## src/rtl/aoi21_pipe_array.sv

```systemverilog
// -----------------------------------------------------------------------------
// aoi21_pipe_array
//
// Purpose:
//   WIDTH independent AOI21 bit-channels (QN = ~((IN1 & IN2) | IN3)) feeding a
//   DEPTH-stage valid/ready register pipeline. Used as a characterisable
//   switching load in the power-test datapath; an optional hardware counter
//   accumulates the number of QN bit toggles seen at the output handshake.
//
// Configuration macro:
//   AOI21_TOGGLE_CNT_EN  defined     -> toggle counter, LAST_QN and CNT_SAT built
//                        not defined -> TOGGLE_CNT = 0, CNT_SAT = 0, CNT_CLR ignored
//
// Parameters:
//   WIDTH  number of AOI21 bit-channels (>= 1)
//   DEPTH  pipeline register stages (>= 1)
//   CNT_W  toggle counter width (>= 4)
//
// Ports:
//   CLK         in   clock, all state on rising edge
//   RSTB        in   synchronous active-low reset
//   IN_VALID    in   upstream data valid
//   IN_READY    out  block accepts input this cycle
//   IN1/2/3     in   [WIDTH] per-channel operands
//   OUT_VALID   out  QN valid
//   OUT_READY   in   downstream accepts QN
//   QN          out  [WIDTH] registered AOI21 result
//   CNT_CLR     in   synchronous toggle counter clear
//   TOGGLE_CNT  out  [CNT_W] accumulated QN bit toggles
//   CNT_SAT     out  toggle counter saturated (sticky)
//
// Handshake: a transfer happens on a rising CLK edge where VALID and READY are
// both 1. Once VALID is raised, the producer holds VALID and data stable until
// that transfer; READY may depend combinationally on the consumer side.
// -----------------------------------------------------------------------------
module aoi21_pipe_array #(
   parameter int WIDTH = 8,
   parameter int DEPTH = 2,
   parameter int CNT_W = 16
) (
   input  logic             CLK,
   input  logic             RSTB,
   input  logic             IN_VALID,
   output logic             IN_READY,
   input  logic [WIDTH-1:0] IN1,
   input  logic [WIDTH-1:0] IN2,
   input  logic [WIDTH-1:0] IN3,
   output logic             OUT_VALID,
   input  logic             OUT_READY,
   output logic [WIDTH-1:0] QN,
   input  logic             CNT_CLR,
   output logic [CNT_W-1:0] TOGGLE_CNT,
   output logic             CNT_SAT
);

   // ---------------------------------------------------------------------------
   // Pipeline stages
   // ---------------------------------------------------------------------------
   logic [DEPTH-1:0] v_q, v_d;
   logic [WIDTH-1:0] data_q [DEPTH];
   logic [WIDTH-1:0] data_d [DEPTH];
   logic [DEPTH-1:0] adv;     // stage k hands its word downstream this cycle
   logic [DEPTH-1:0] load;    // stage k may take a new word this cycle
   logic [WIDTH-1:0] aoi_w;
   logic             in_hs;

   assign aoi_w = ~((IN1 & IN2) | IN3);

   // Advance ripples back from the output: a stage can move on when the slot
   // after it is empty or itself moving. The last stage only needs OUT_READY.
   always_comb begin
      adv             = '0;
      adv[DEPTH-1]    = OUT_READY;
      for (int k = DEPTH - 2; k >= 0; k--) begin
         adv[k] = !v_q[k+1] | adv[k+1];
      end
      load = ~v_q | adv;
   end

   // Reset gating keeps the upstream from seeing a ready slot while the
   // pipeline is being cleared.
   assign IN_READY = RSTB & load[0];
   assign in_hs    = IN_VALID & IN_READY;

   always_comb begin
      v_d    = v_q;
      data_d = data_q;
      if (load[0]) begin
         v_d[0] = in_hs;
         if (in_hs) begin
            data_d[0] = aoi_w;
         end
      end
      for (int k = 1; k < DEPTH; k++) begin
         if (load[k]) begin
            v_d[k] = v_q[k-1];
            // Data registers only change when a real word moves in, which
            // keeps QN stable while the stage sits empty or stalled.
            if (v_q[k-1]) begin
               data_d[k] = data_q[k-1];
            end
         end
      end
   end

   always_ff @(posedge CLK) begin
      if (!RSTB) begin
         v_q <= '0;
         for (int k = 0; k < DEPTH; k++) begin
            data_q[k] <= '0;
         end
      end else begin
         v_q    <= v_d;
         data_q <= data_d;
      end
   end

   assign OUT_VALID = v_q[DEPTH-1];
   assign QN        = data_q[DEPTH-1];

   // ---------------------------------------------------------------------------
   // Output toggle counter
   // ---------------------------------------------------------------------------
`ifdef AOI21_TOGGLE_CNT_EN
   logic [WIDTH-1:0] last_qn_q, last_qn_d;
   logic [CNT_W-1:0] cnt_q, cnt_d;
   logic             sat_q, sat_d;
   logic [WIDTH-1:0] diff_w;
   logic [CNT_W:0]   pop_w;
   logic [CNT_W:0]   sum_w;
   logic             out_hs;

   assign out_hs = v_q[DEPTH-1] & OUT_READY;
   assign diff_w = QN ^ last_qn_q;

   always_comb begin
      pop_w = '0;
      for (int i = 0; i < WIDTH; i++) begin
         pop_w = pop_w + {{CNT_W{1'b0}}, diff_w[i]};
      end
      // One extra bit so an overflowing add is visible and can be clamped.
      sum_w = {1'b0, cnt_q} + pop_w;

      cnt_d     = cnt_q;
      sat_d     = sat_q;
      last_qn_d = last_qn_q;
      if (out_hs) begin
         last_qn_d = QN;
      end
      // Clear has priority over counting; LAST_QN still tracks the transfer.
      if (CNT_CLR) begin
         cnt_d = '0;
         sat_d = 1'b0;
      end else if (out_hs) begin
         if (sum_w[CNT_W]) begin
            cnt_d = '1;
            sat_d = 1'b1;
         end else begin
            cnt_d = sum_w[CNT_W-1:0];
         end
      end
   end

   always_ff @(posedge CLK) begin
      if (!RSTB) begin
         cnt_q     <= '0;
         sat_q     <= 1'b0;
         last_qn_q <= '0;
      end else begin
         cnt_q     <= cnt_d;
         sat_q     <= sat_d;
         last_qn_q <= last_qn_d;
      end
   end

   assign TOGGLE_CNT = cnt_q;
   assign CNT_SAT    = sat_q;
`else
   logic unused_cnt_clr;

   assign unused_cnt_clr = CNT_CLR;
   assign TOGGLE_CNT     = '0;
   assign CNT_SAT        = 1'b0;
`endif

endmodule

```

## config.mk

```make
export PLATFORM = sky130hd
export DESIGN_NAME = aoi21_pipe_array
export DESIGN_NICKNAME = d
export VERILOG_FILES = /design/src/rtl/aoi21_pipe_array.sv
export SDC_FILE = /design/constraint.sdc
export NUM_CORES = 1
export LEC_CHECK = 0
export BUFFER_PORTS_ARGS = -buffer_cell sky130_fd_sc_hd__buf_4
export CORE_ASPECT_RATIO = 0.6
export CORE_UTILIZATION = 42
export CTS_CLUSTER_DIAMETER = 200
export DETAILED_ROUTE_END_ITERATION = 12
export PLACE_DENSITY = 0.78
export SYNTH_ARGS = -nofsm -noshare
export SYNTH_HDL_FRONTEND = slang
export SYNTH_SLANG_ARGS = --single-unit
```

## constraint.sdc

```tcl
create_clock -name CLK -period 1.39 [get_ports CLK]
set_input_delay 0.139 -clock CLK [delete_from_list [all_inputs] [get_ports CLK]]
set_output_delay 0.139 -clock CLK [all_outputs]
set_load 0.005 [all_outputs]
```

==> flow_summary_export.csv <==
group,metric,value,unit
synth,syn_inst,107,
cts,cts_tree,"yes",
drt,via_per_inst,4.671,
timing,fin_worst_skew,0.4357,ps
finish,final_util,58.78,%
critical_path,path_buf_inv,2,
synth,yosys.area_share.adder,0,%
placed_design,placed_area,1109,µm²
timing,slew_violations,0,
critical_path,cp_slowest_cell,"dfxtp_1",
synth,synth_top_area_cell,"dfxtp_1",
synth,yosysSeqAreaShare,38.10,%
floorplanning,core.rowCount,12,
critical_path,cp-end-kind,"primary output",
floorplanning,ios,56,
synth,syn_area,945.9,µm²
floorplanning,die_w,63.27,µm
floorplanning,core,1982,µm²
timing,setup_tns,0,ps
synth,ys_async_sr_fraction,0,%
synth,synthMuxAreaShare,8.466,%
hold_path,hold_path_class,"in2reg",
synth,synthFlopType,"dfxtp_1",
floorplanning,start_util,47.73,%
pwr,vdd_ir_drop_max,0.4573,mV
drt,drtIter0Drc,28,
job,maxCapViolCount,0,
critical_path,cp_slowest_stage_delay,480,ps
global_routing,grt_pass1_vias,703,
placed_design,portBuffers,37,
drt,num_vias,766,
pwr,powerDensity,918.5,nW/µm²
cts,hold_buffers,0,
drt,first_pass_iters,4,
timing,hold_violations,0,
drt,ant_nets,0,
global_routing,grt_max_degree,12,
timing,setup_violations,0,
timing,rsz0062_at_grt,"no",
cts,ctsResizeCount,0,
synth,synthDistinctLibCells,18,
cts,clockBufferDepth,2,
drt,drc,0,
status,status,"complete, no violations",
synth,yosys.area_share.simple,11.11,%
synth,syn_area_per_cell,8.840,µm²
cts,clock_latency,250,ps
finish,diodes,0,
pwr,power.leakage,0.5585,nW
global_routing,grt_pass1_wl,2.939,mm
timing,fin_hold_ws,135.7,ps
timing,finalCritPeriodShare,92.43,%
floorplanning,die_area,2452,µm²
synth,yosys_warnings,0,
finish,finalInstanceArea,1165,µm²
cts,root_buffer,"clkbuf_8",
synth,ys_seq_elements,18,
timing,fin_crit,1285,ps
critical_path,worstPathCellList,"buf_4 > a21oi_1 > buf_4",
finish,layout.nets,167,
critical_path,worstPathArrival,1150,ps
cts,cts_htree_levels,1,
global_routing,antenna_found_initial,0,
synth,synthXorXnorAreaFrac,0,%
critical_path,path_class,"reg2out",
critical_path,startpoint_type,"register",
pwr,total_power,1.070,mW
critical_path,path_delay_family,"flip-flops",
placed_design,gp_congestion,0.7991,
timing,max_freq,778.4,MHz
critical_path,timing.critical_path.fanout_max,7,
floorplanning,die_h,38.76,µm
cts,cts_buffers,3,
synth,synthTopCellsByArea,"dfxtp_1, buf_4, mux2i_1",
critical_path,critPathRequiredTime,1250,ps
global_routing,grt.total_usage,16.38,%
synth,synth_top_area_share,38.10,%
finish,syn_to_final_growth,23.15,%
cts,cts.sinks,18,
drt,drt-total-wl,1.774,mm
synth,synth_compound_area_share,18.12,%
critical_path,cp_common_cell,"buf_4",
drt,wl_per_cell,10.82,µm
finish,drive_gt1_share,33.82,%
synth,synth_top_family_by_area,"buffers and inverters",
global_routing,grt_overflow,0,
placed_design,dp_hpwl,1.453,mm
cts,clkSlewWorstSetupHoldPaths,60,ps
synth,synth_edf_count,0,
## through the flow
stage	worst slack [ps]	instances
after floorplan	391.0	123
after global placement	309.0	159
after detailed placement	233.3	159
after CTS	64.80	162
after global routing	20.08	164
final	105.3	164
## flip-flops by register name, indices dropped and copies added, names as in the netlist
name    flops
QN          8
data_q      8
v_q         2
## path summary, 6_finish.rpt
check / to / cells past startpoint / slack (ps) / startpoint
worst max-delay path: IN_READY / 3 / 110 / v_q[0]
worst min-delay path: data_q[8] / 3 / 140 / IN3[0]
worst max register to register: data_q[15] / 4 / 130 / v_q[1]
worst min register to register: data_q[8] / 2 / 460 / data_q[8]
## timing repair
action / CTS / global route
endpoints found under the hold margin: 0 / 0
setup endpoints to repair: 0 / 1
buffers inserted: 0 / 2
## layout by cell type (no fill, tap or decap), drive strengths merged
cell type / instances
buf: 40
nor2: 1
conb: 17
nand2: 9
clkbuf: 3
a21oi: 12
nand2b: 1
dfxtp: 18
mux2i: 8
nor2b: 1
a21o: 8
o21ai: 8
nand3: 8
inv: 2
## report_power, final
group / switching (mW) / total, mW / internal (mW)
registers: 0.0165 / 0.559 / 0.542
clock network: 0.152 / 0.344 / 0.192
logic: 0.0720 / 0.167 / 0.0950
## synth_stat cells (all sizes together), types with 2 or more instances
cell and n:
o21ai 8, a21oi 12, nand3 8, dfxtp 18, a21o 8, inv 2, buf 29, mux2i 8
nand2 9
## cell families (layout without fill, tap and decap cells)
logic type      after synthesis  after routing
buf+inv                      32             45
compound gates               28             28
flops                        18             18
mux                           8              8
simple gates                 20             20
other cells                   1             17
## layer usage
layer | vias to the layer above | track usage (%) | wire, µm
met4 | 0 | 5.114 | 8
met5 | - | 0 | 0
met1 | 347 | 16.55 | 696
li1 | 377 | - | -
met2 | 40 | 31.18 | 863
met3 | 2 | 7.647 | 206
## worst register-to-register path: cells and delay by family (launching register included)
kind,cells,cell delay (ps)
mux,1,250
simple gates,1,150
buf+inv,1,140
compound gates,1,330
flops,1,320
## area by class of cell
cell class	instances	area [µm²]
clock buffer	3	41.29
sequential	18	360.3
timing repair buffer	40	300.3
fill	194	817.0
tap	28	35.03
inverter	2	7.507
multi-input combinational	73	420.4
(Power assumes the default switching activity.)
